## src/rtl/hazard_pkg.sv

```systemverilog
// Shared types and constants for the pipeline hazard controller.
// The wb_sel encodings are shared with the decoder and must stay in step with it.
package hazard_pkg;

  // Stage register control. 2'b10 is never driven.
  typedef enum logic [1:0] {
    SEL_LOAD  = 2'b00,
    SEL_HOLD  = 2'b01,
    SEL_FLUSH = 2'b11
  } sel_e;

  // EX operand source.
  typedef enum logic [1:0] {
    FWD_RF  = 2'b00,
    FWD_MEM = 2'b01,
    FWD_WB  = 2'b10
  } fwd_e;

  typedef enum logic [1:0] {
    RUN      = 2'b00,
    MEM_WAIT = 2'b01,
    TIMEOUT  = 2'b10
  } state_e;

  // Writeback source select, as produced by the decoder.
  localparam logic [1:0] WB_ALU = 2'b00;
  localparam logic [1:0] WB_MEM = 2'b01;
  localparam logic [1:0] WB_PC4 = 2'b10;
  localparam logic [1:0] WB_IMM = 2'b11;

  localparam int unsigned MEM_TIMEOUT_DEF = 64;
  localparam int unsigned CNT_W_DEF       = 16;

  // True when a writing stage targets the given source register (x0 excluded).
  function automatic logic rd_hit(input logic wren, input logic [4:0] rd, input logic [4:0] rs);
    return wren && (rd != 5'd0) && (rd == rs);
  endfunction

endpackage

```

## src/rtl/fwd_unit.sv

```systemverilog
// EX operand forwarding compare for one operand.
// The MEM stage wins over WB; a load in MEM cannot forward yet and falls through to WB.
module fwd_unit
  import hazard_pkg::*;
(
  input  logic [4:0] ex_rs_addr,
  input  logic [4:0] mem_rd_ad,
  input  logic       mem_rd_wren,
  input  logic [1:0] mem_wb_sel,
  input  logic [4:0] wb_rd_ad,
  input  logic       wb_rd_wren,
  output logic [1:0] fwd
);

  // Pick the youngest producer of the operand.
  always_comb begin
    fwd = FWD_RF;
    if (rd_hit(mem_rd_wren, mem_rd_ad, ex_rs_addr) && (mem_wb_sel != WB_MEM)) begin
      fwd = FWD_MEM;
    end else if (rd_hit(wb_rd_wren, wb_rd_ad, ex_rs_addr)) begin
      fwd = FWD_WB;
    end
  end

endmodule

```

## src/rtl/hazard_ctrl.sv

```systemverilog
// Pipeline hazard controller for the 5-stage core: stage register selects, PC enable,
// memory-wait watchdog and EX forwarding selects. Outputs are Mealy: decoded from the
// registered state and the current inputs, consumed by the stage registers next edge.
// Optional build macro HAZARD_PERF_EN adds saturating stall/flush performance counters.
//
// state    | meaning
// ---------+-----------------------------------------------------------
// RUN      | normal flow; branch flush and load-use bubble resolved here
// MEM_WAIT | data memory busy; whole pipe held, wait_cnt tracks duration
// TIMEOUT  | memory never returned; pipe flushed until reset
module hazard_ctrl
  import hazard_pkg::*;
#(
  parameter int unsigned MEM_TIMEOUT = MEM_TIMEOUT_DEF,
  parameter int unsigned CNT_W       = CNT_W_DEF
) (
  input  logic             clk_i,
  input  logic             rst_ni,
  input  logic [4:0]       id_rs1_addr_i,
  input  logic [4:0]       id_rs2_addr_i,
  input  logic [4:0]       ex_rs1_addr_i,
  input  logic [4:0]       ex_rs2_addr_i,
  input  logic [4:0]       ex_rd_ad_i,
  input  logic             ex_rd_wren_i,
  input  logic [1:0]       ex_wb_sel_i,
  input  logic             ex_br_taken_i,
  input  logic [4:0]       mem_rd_ad_i,
  input  logic             mem_rd_wren_i,
  input  logic [1:0]       mem_wb_sel_i,
  input  logic [4:0]       wb_rd_ad_i,
  input  logic             wb_rd_wren_i,
  input  logic             mem_busy_i,
  output logic             pc_en_o,
  output logic [1:0]       if_id_sel_o,
  output logic [1:0]       id_ex_sel_o,
  output logic [1:0]       ex_mem_sel_o,
  output logic [1:0]       mem_wb_sel_o,
  output logic [1:0]       fwd_a_o,
  output logic [1:0]       fwd_b_o,
`ifdef HAZARD_PERF_EN
  output logic [CNT_W-1:0] stall_cnt_o,
  output logic [CNT_W-1:0] flush_cnt_o,
`endif
  output logic             mem_timeout_o
);

  localparam int unsigned WCNT_W = $clog2(MEM_TIMEOUT + 1);

  state_e            state_q;
  logic [WCNT_W-1:0] wait_cnt_q;
  logic [WCNT_W-1:0] wait_cnt_inc;
  logic              wait_expired;
  logic              load_use;
  logic [1:0]        fwd_a;
  logic [1:0]        fwd_b;
  sel_e              if_id_sel;
  sel_e              id_ex_sel;
  sel_e              ex_mem_sel;
  sel_e              mem_wb_sel;

  assign load_use = (ex_wb_sel_i == WB_MEM) &&
                    (rd_hit(ex_rd_wren_i, ex_rd_ad_i, id_rs1_addr_i) ||
                     rd_hit(ex_rd_wren_i, ex_rd_ad_i, id_rs2_addr_i));

  assign wait_cnt_inc = (wait_cnt_q == '1) ? wait_cnt_q : wait_cnt_q + 1'b1;
  assign wait_expired = (wait_cnt_inc >= WCNT_W'(MEM_TIMEOUT));

  // Stage control decode. MEM_WAIT decodes like RUN: busy holds, release resolves normally.
  always_comb begin
    pc_en_o    = 1'b1;
    if_id_sel  = SEL_LOAD;
    id_ex_sel  = SEL_LOAD;
    ex_mem_sel = SEL_LOAD;
    mem_wb_sel = SEL_LOAD;
    if (!rst_ni || (state_q == TIMEOUT)) begin
      pc_en_o    = 1'b0;
      if_id_sel  = SEL_FLUSH;
      id_ex_sel  = SEL_FLUSH;
      ex_mem_sel = SEL_FLUSH;
      mem_wb_sel = SEL_FLUSH;
    end else if (mem_busy_i) begin
      pc_en_o    = 1'b0;
      if_id_sel  = SEL_HOLD;
      id_ex_sel  = SEL_HOLD;
      ex_mem_sel = SEL_HOLD;
      mem_wb_sel = SEL_HOLD;
    end else if (ex_br_taken_i) begin
      if_id_sel = SEL_FLUSH;
      id_ex_sel = SEL_FLUSH;
    end else if (load_use) begin
      pc_en_o   = 1'b0;
      if_id_sel = SEL_HOLD;
      id_ex_sel = SEL_FLUSH;
    end
  end

  assign if_id_sel_o   = if_id_sel;
  assign id_ex_sel_o   = id_ex_sel;
  assign ex_mem_sel_o  = ex_mem_sel;
  assign mem_wb_sel_o  = mem_wb_sel;
  assign mem_timeout_o = (state_q == TIMEOUT);

  // Sequencing between normal flow, memory wait and the terminal timeout.
  always_ff @(posedge clk_i or negedge rst_ni) begin
    if (!rst_ni) begin
      state_q    <= RUN;
      wait_cnt_q <= '0;
    end else begin
      case (state_q)
        RUN: begin
          if (mem_busy_i) begin
            state_q    <= MEM_WAIT;
            wait_cnt_q <= WCNT_W'(1);
          end
        end
        MEM_WAIT: begin
          if (!mem_busy_i) begin
            state_q    <= RUN;
            wait_cnt_q <= '0;
          end else begin
            wait_cnt_q <= wait_cnt_inc;
            if (wait_expired) state_q <= TIMEOUT;
          end
        end
        TIMEOUT: ;
        default: begin
          state_q    <= RUN;
          wait_cnt_q <= '0;
        end
      endcase
    end
  end

  fwd_unit u_fwd_a (
    .ex_rs_addr  (ex_rs1_addr_i),
    .mem_rd_ad   (mem_rd_ad_i),
    .mem_rd_wren (mem_rd_wren_i),
    .mem_wb_sel  (mem_wb_sel_i),
    .wb_rd_ad    (wb_rd_ad_i),
    .wb_rd_wren  (wb_rd_wren_i),
    .fwd         (fwd_a)
  );

  fwd_unit u_fwd_b (
    .ex_rs_addr  (ex_rs2_addr_i),
    .mem_rd_ad   (mem_rd_ad_i),
    .mem_rd_wren (mem_rd_wren_i),
    .mem_wb_sel  (mem_wb_sel_i),
    .wb_rd_ad    (wb_rd_ad_i),
    .wb_rd_wren  (wb_rd_wren_i),
    .fwd         (fwd_b)
  );

  assign fwd_a_o = rst_ni ? fwd_a : FWD_RF;
  assign fwd_b_o = rst_ni ? fwd_b : FWD_RF;

`ifdef HAZARD_PERF_EN
  logic br_flush;

  assign br_flush = rst_ni && (state_q != TIMEOUT) && !mem_busy_i && ex_br_taken_i;

  // Saturating counters of stalled cycles and branch flushes.
  always_ff @(posedge clk_i or negedge rst_ni) begin
    if (!rst_ni) begin
      stall_cnt_o <= '0;
      flush_cnt_o <= '0;
    end else begin
      if (!pc_en_o && (stall_cnt_o != '1)) stall_cnt_o <= stall_cnt_o + 1'b1;
      if (br_flush && (flush_cnt_o != '1)) flush_cnt_o <= flush_cnt_o + 1'b1;
    end
  end
`else
  // CNT_W only sizes the optional counters; a zero width is never meaningful.
  if (CNT_W == 0) begin : g_cnt_w_zero
  end
`endif

endmodule

```

## config.mk

```make
export PLATFORM = sky130hd
export DESIGN_NAME = hazard_ctrl
export DESIGN_NICKNAME = d
export VERILOG_FILES = /design/src/rtl/hazard_pkg.sv /design/src/rtl/fwd_unit.sv /design/src/rtl/hazard_ctrl.sv
export SDC_FILE = /design/constraint.sdc
export NUM_CORES = 1
export LEC_CHECK = 0
export ABC_AREA = 0
export CAP_MARGIN = 20
export CORE_ASPECT_RATIO = 0.6
export CORE_MARGIN = 2
export CORE_UTILIZATION = 40
export DETAILED_ROUTE_END_ITERATION = 16
export DONT_BUFFER_PORTS = 1
export HOLD_SLACK_MARGIN = 0.08
export MAX_ROUTING_LAYER = met4
export PLACE_DENSITY = 0.54
export SLEW_MARGIN = 20
export SYNTH_ARGS = -nofsm -noshare
export SYNTH_HDL_FRONTEND = slang
export SYNTH_SLANG_ARGS = --single-unit
```

## constraint.sdc

```tcl
create_clock -name clk_i -period 4.6 [get_ports clk_i]
set_clock_uncertainty 0.2 [all_clocks]
set_input_delay 0.46 -clock clk_i [delete_from_list [all_inputs] [get_ports clk_i]]
set_output_delay 0.46 -clock clk_i [all_outputs]
set_load 0.02 [all_outputs]
```

==> out/results.tsv, run 1 <==
stage	metric	value	unit
run_status	outcome	complete, no violations	
timing	fmax	0.345	GHz
grt	largest net degree at the start of global routing	14	
floorplan	I/O Pins	60	
worst_setup_path	Worst Setup End Kind	output pin	
grt	vias in the first global route	779	
cts	Clock Pin Slew Worst Setup and Hold Paths	0.05	ns
timing	relative slew slack	48.4	%
worst_setup_path	Worst EP required	3.94	ns
grt	total gr overflow	0	
placement	IO Port Bufs	0	
timing	Tmin final	2.90	ns
cells_and_area	most common cell after layout, fill and taps aside	xor2_1	
synth	Synth area leaders	dfrtp_1, xor2_1, xnor2_1	
power	Peak VDD IR	0.109	mV
worst_setup_path	Critical Path Source	state_q[0]$_DFFE_PN0P_	
cells_and_area	fraction of layout cells with a size suffix above 1	10.2	%
cts	CTS Buf Count	3	
cells_and_area	number of diodes	0	
synth	Yosys top cell by area	dfrtp_1	
cts	H-tree Lvls	1	
floorplan	row count	13	
timing	worst slew pin tran	0.769	ns
floorplan	Die Width	67.9	um
synth	sequential share of the synthesized area	23.0	%
synth	Adder-Cell Fraction of Synth Area	1.28	%
synth	average cell area after synthesis	8.31	um^2
timing	# setup viols final	0	
synth	Post-Synth Simple-Gate Area	24.6	%
synth	XOR/XNOR share of the synthesized area	28.6	%
drt	Total Routed Length	2260	um
worst_setup_path	worst reg-to-reg path cell count	5	
cts	TritonCTS clock tree	built	
cts	Clk Latency, worst-skew pair	0.24	ns
grt	antenna violations before repair	0	
worst_setup_path	crit path to	if_id_sel_o[0]	
cts	post-CTS sizing	0	
power	P per Cell Area	222	mW/mm^2
timing	Tcrit/Tclk final	63.0	%
cts	Max clock buf depth	2	
placement	detailed placement HPWL	1810	um
floorplan	core area	0.00224	mm^2
cells_and_area	Final Cell Area	0.00104	mm^2
cells_and_area	Syn-to-layout area delta	6.50	%
synth	Yosys top cell area share	23.0	%
drt	initial DRC count	20	
cells_and_area	# fillers	231	
worst_hold_path	Hold Path Class	reg2reg	
floorplan	height of the die	42.4	um
timing	Slew Viols, Final	0	
timing	hold slack	0.355	ns
synth	post-synthesis compound-gate area fraction	16.2	%
floorplan	Die ar.	0.00288	mm^2
timing	RSZ-0062 raised after global routing	no	
floorplan	Initial Utilization	43.7	%
synth	Netlist Area Pre-Place	981	um^2
synth	syn nets	165	
grt	Total GRT Usage	16.9	%
power	Leakage	0.418	nW
worst_setup_path	Crit Reg-Reg Startpoint	wait_cnt_q[0]$_DFFE_PN0P_	
placement	Post-DP Area	988	um^2
cts	CTS Root Buffer Type	clkbuf_8	
cells_and_area	most frequent cells in the layout	xor2_1, nand2_1, dfrtp_1	
synth	post-synthesis mux area share	1.02	%
drt	DR pass1 iterations	4	
worst_setup_path	Worst path slowest cell	dfrtp_1	
worst_setup_path	R2R setup slack	2.62	ns
synth	largest family of logic cells by synthesized area	XOR/XNOR gates	
placement	Placer Congestion	0.794	
cts	total clock sinks	9	
worst_setup_path	Worst EP arrival	2.24	ns
drt	Final ANT Viol Nets	0	
synth	Cells after Synth	118	
worst_setup_path	type of origin of the critical path	register	
drt	vias	828	
worst_setup_path	CP Cell Sequence	nand2b_1 -> nand2_1 -> nor2_1 -> inv_1 -> nor2_1 -> o21ai_1	
synth	Yosys warnings	0	
worst_setup_path	Crit Reg-Reg Endpoint	wait_cnt_q[5]$_DFFE_PN0P_	
synth	Synth Register Bits	9	
drt	Post-route DRC	0	
grt	first-pass GRT wire length	3480	um
flow_run	max cap viols	0	
worst_setup_path	CP most frequent cell	nor2_1	
cells_and_area	Net count, final	166	
worst_setup_path	crit path kind	reg2out	
drt	Vias per Instance	5.59	
cts	setup bufs post-CTS	0	
timing	final hold vios	0	
worst_setup_path	worst-path fanout max	13	
timing	TNS Setup	0	ns
drt	drt wl/cell	15.3	um
worst_setup_path	Crit path largest cell delay	0.50	ns
synth	Unique masters post-synth	34	
-- critical path, delay by kind of cell (launching register included) --
| kind | cells | cell delay, ns |
|---|---|---|
| compound gates | 1 | 0.42 |
| buf+inv | 1 | 0.31 |
| flops | 1 | 0.50 |
| simple gates | 4 | 0.76 |
-- cell usage after synthesis (all sizes together) --
cell and count:
a41o 1, nor3 4, buf 4, a22oi 1, clkbuf 1, a31o 1, and3 2, o32ai 1
dfrtp 9, nand2b 3, nand4 1, o31ai 1, xor2 25, or4 4, nor4 4, inv 6
nand2 11, o2111ai 4, nand3 5, and2 2, ha 1, nor2 7, o22ai 4, o21ai 3
mux2i 1, o31a 1, a21oi 2, xnor2 7, o221ai 1, o211ai 1
-- worst min-delay path by stage --
stage / startpoint / end / slack [ns] / depth (start not counted)
6_report: state_q[1]$_DFFE_PN0P_ / state_q[1]$_DFFE_PN0P_ / 0.36 / 2
5_1_grt: state_q[1]$_DFFE_PN0P_ / state_q[1]$_DFFE_PN0P_ / 0.38 / 2
4_1_cts: mem_busy_i / state_q[1]$_DFFE_PN0P_ / 0.35 / 4
3_5_place_dp: rst_ni / wait_cnt_q[1]$_DFFE_PN0P_ / -0.04 / 0
3_3_place_gp: rst_ni / wait_cnt_q[1]$_DFFE_PN0P_ / -0.04 / 0
2_1_floorplan: rst_ni / state_q[0]$_DFFE_PN0P_ / -0.04 / 0
-- stage by stage --
stage,worst slack [ns],cells,utilization [%],total power [mW]
5_1_grt,1.52,148,46.5,0.248
3_5_place_dp,1.95,143,44.0,0.136
6_report,1.70,148,46.5,0.232
3_3_place_gp,1.91,143,44.0,0.136
2_1_floorplan,2.18,118,-,0.132
4_1_cts,1.68,148,46.5,0.236
-- final cells by class --
class                           instances  area [um^2]  share of cell area [%]
Timing Repair Buffer                    1         10.0                   0.958
Clock inverter                          1         5.00                   0.479
Sequential cell                         9          225                    21.6
Inverter                                6         22.5                    2.16
Clock buffer                            3         41.3                    3.95
Tap cell                               30         37.5                    3.59
Multi-Input combinational cell         98          703                    67.3
-- power breakdown --
part           internal (mW)  total, mW  switching (mW)
Combinational         0.0232     0.0510          0.0278
Clock                 0.0594     0.0946          0.0352
Sequential            0.0823     0.0866         0.00435
-- routing by layer --
metal	track usage (%)	up-vias	wire, um
met5	-	-	0
met4	3.60	0	8
met3	6.18	2	218
met2	22.5	34	852
met1	24.0	370	1180
li1	-	422	-
-- kinds of logic after synthesis --
| group | Yosys count |
|---|---|
| AND/OR/NAND/NOR | 43 |
| flip-flops | 9 |
| multiplexers | 1 |
| adder cells (fa/ha/maj) | 1 |
| XOR/XNOR | 32 |
| AO/OA/AOI/OAI | 21 |
| buffers and inverters | 11 |
-- flip-flops by register name, indices dropped and copies added, names as in the netlist --
register and cells:
state_q 2, wait_cnt_q 7
-- timing repair --
action / 4_1_cts / 5_1_grt
endpoints found under the hold margin: 9 / 0
setup endpoints to repair: 0 / 0
hold buffers: 1 / 0
Power figures use the tool's default switching activity.
==> run 2, diff against run 1 <==
Clock period 4.6 ns to 2.8 ns, I/O delays scaled along.
==> run 2 against run 1 <==
Net effect: clock power grew 59%; highest routed layer unchanged; core utilization rose by 0.61 points; non-clock buffer count up 2.
==> out/results.tsv, run 2 (same netlist as run 1, synthesis figures left out) <==
stage	metric	value	unit	change
worst_setup_path	Crit Reg-Reg Endpoint	wait_cnt_q[5]$_DFFE_PN0P_		
worst_setup_path	Worst Setup End Kind	output pin		
drt	Final ANT Viol Nets	0		unchanged
worst_setup_path	CP Cell Sequence	nand2b_1 -> nand2_1 -> nor2_1 -> inv_1 -> nor2_1 -> o21ai_0 -> buf_4		
cells_and_area	biggest regs	wait_cnt_q x7, state_q x2		
drt	Post-route DRC	0		unchanged
grt	first-pass GRT wire length	3490	um	+0.20%
drt	Vias per Instance	5.55		-0.86%
worst_setup_path	crit path kind	reg2out		
worst_setup_path	family with the most delay on the worst path	flip-flops		
floorplan	Die ar.	0.00288	mm^2	unchanged
timing	RSZ-0062 raised after global routing	no		
cells_and_area	Final Non-Filler Cells	150		+1.4%
worst_setup_path	Worst EP arrival	1.84	ns	-0.40 ns
drt	DR pass1 iterations	4		unchanged
placement	Post-DP Area	0.00100	mm^2	+1.5%
cts	CTS Root Buffer Type	clkbuf_8		
cts	Max clock buf depth	2		unchanged
timing	final hold vios	0		unchanged
cts	Hold Buf Count CTS	1		unchanged
cells_and_area	max FFs per register	7		unchanged
worst_setup_path	worst-path fanout max	13		unchanged
floorplan	row count	13		unchanged
cells_and_area	most frequent cells in the layout	xor2_1, nand2_1, dfrtp_1		
worst_setup_path	cell count along the critical path	7		+1
cts	Clock Pin Slew Worst Setup and Hold Paths	0.04	ns	about the same
worst_setup_path	type of origin of the critical path	register		
timing	Slew Viols, Final	0		unchanged
floorplan	Die Width	67.9	um	unchanged
worst_setup_path	Crit Reg-Reg Startpoint	wait_cnt_q[0]$_DFFE_PN0P_		
worst_setup_path	CP most frequent cell	nor2_1		
power	Peak VDD IR	0.183	mV	+69%
worst_setup_path	R2R setup slack	0.83	ns	-1.79 ns
placement	Placer Congestion	0.782		-1.4%
drt	Total Routed Length	2180	um	-3.9%
grt	vias in the first global route	809		+3.9%
worst_hold_path	Hold Path Cell Cnt	4		+2
floorplan	height of the die	42.4	um	unchanged
timing	relative slew slack	52.5	%	+4.0 points
cells_and_area	number of diodes	0		unchanged
drt	drt wl/cell	14.5	um	-5.2%
floorplan	core area	0.00224	mm^2	unchanged
floorplan	I/O Pins	60		unchanged
worst_setup_path	worst path bufs/invs	2		+1
cts	H-tree Lvls	1		unchanged
worst_hold_path	Hold Path Origin	mem_busy_i		
cells_and_area	most common cell after layout, fill and taps aside	xor2_1		
timing	TNS Setup	0	ns	unchanged
power	Leakage	0.425	nW	+1.5%
cts	Clk Latency, worst-skew pair	0.23	ns	about the same
power	P per Cell Area	357	mW/mm^2	+61%
run_status	outcome	complete, no violations		
placement	placed cells	145		+1.4%
timing	Tcrit/Tclk final	82.8	%	
timing	fmax	0.431	GHz	
cts	CTS Buf Count	3		unchanged
drt	vias	832		+0.48%
cts	setup bufs post-CTS	0		unchanged
timing	Tmin final	2.32	ns	
floorplan	Initial Utilization	43.7	%	unchanged
drt	initial DRC count	32		+60%
cts	post-CTS sizing	0		unchanged
cells_and_area	fraction of layout cells with a size suffix above 1	10.8	%	+0.66 points
worst_setup_path	Worst EP required	2.32	ns	-1.62 ns
cells_and_area	Final Cell Area	0.00106	mm^2	+1.3%
timing	worst slew pin tran	0.707	ns	-0.0616 ns
worst_setup_path	Crit path largest cell delay	0.58	ns	+0.08 ns
timing	# setup viols final	0		unchanged
placement	IO Port Bufs	0		unchanged
cells_and_area	register with the most flip-flops	wait_cnt_q		
flow_run	max cap viols	0		unchanged
cells_and_area	Net count, final	168		+1.2%
cts	TritonCTS clock tree	built		
cts	total clock sinks	9		unchanged
cells_and_area	Syn-to-layout area delta	7.91	%	
worst_hold_path	Hold Path Class	in2reg		
cells_and_area	# fillers	220		-4.8%
worst_setup_path	worst reg-to-reg path cell count	5		unchanged
worst_setup_path	Worst path slowest cell	dfrtp_1		
grt	total gr overflow	0		unchanged
placement	detailed placement HPWL	1770	um	-2.4%
worst_hold_path	Hold EP	state_q[1]$_DFFE_PN0P_		
timing	hold slack	0.180	ns	-0.175 ns
grt	Total GRT Usage	16.6	%	-0.21 points
grt	largest net degree at the start of global routing	14		unchanged
grt	antenna violations before repair	0		unchanged
-- run 2: cell count changes in the layout (fill, tap and decap cells not counted), sizes merged --
cell	delta
buf	+2
clkbuf	+1
clkinv	-1
-- run 2: per-stage QoR --
stage               worst slack, ns  total power, mW  util (%)
global route                  0.289            0.403      47.2
finish                        0.482            0.378      47.2
global placement              0.691            0.225      44.7
CTS                           0.482            0.386      47.2
floorplan                     0.723            0.216         -
detailed placement            0.648            0.226      44.7
-- run 2: area by class of cell --
type,instances,area (um^2),area share [%]
Multi-Input combinational cell,98,703,66.4
Clock buffer,4,45.0,4.26
Sequential cell,9,225,21.3
Inverter,6,22.5,2.13
Tap cell,30,37.5,3.55
Timing Repair Buffer,3,25.0,2.36
-- run 2: layer usage --
metal / share of wire (%) / global-route usage, %
met3: 11 / 5.11
met4: 1.7 / 7.20
met5: 0 / -
met2: 39 / 24.1
met1: 48 / 21.3
-- run 2: worst max-delay path by stage --
| stage | from | endpoint |
|---|---|---|
| CTS | state_q[0]$_DFFE_PN0P_ | if_id_sel_o[0] |
| floorplan | state_q[0]$_DFFE_PN0P_ | if_id_sel_o[0] |
| global placement | mem_rd_ad_i[1] | fwd_a_o[1] |
| finish | state_q[0]$_DFFE_PN0P_ | if_id_sel_o[0] |
| detailed placement | mem_rd_ad_i[1] | fwd_b_o[1] |
| global route | state_q[0]$_DFFE_PN0P_ | if_id_sel_o[0] |
-- run 2: worst min-delay path, cell delays in order --
cell     delay (ns)
inv_1          0.05
nor2_1         0.08
nand3_1        0.10
nand2_1        0.06
-- run 2: report_power, final --
part,leakage (nW),internal (mW),switching (mW)
registers,0.120,0.135,0.00732
logic,0.282,0.0397,0.0451
clock network,0.0228,0.0992,0.0513
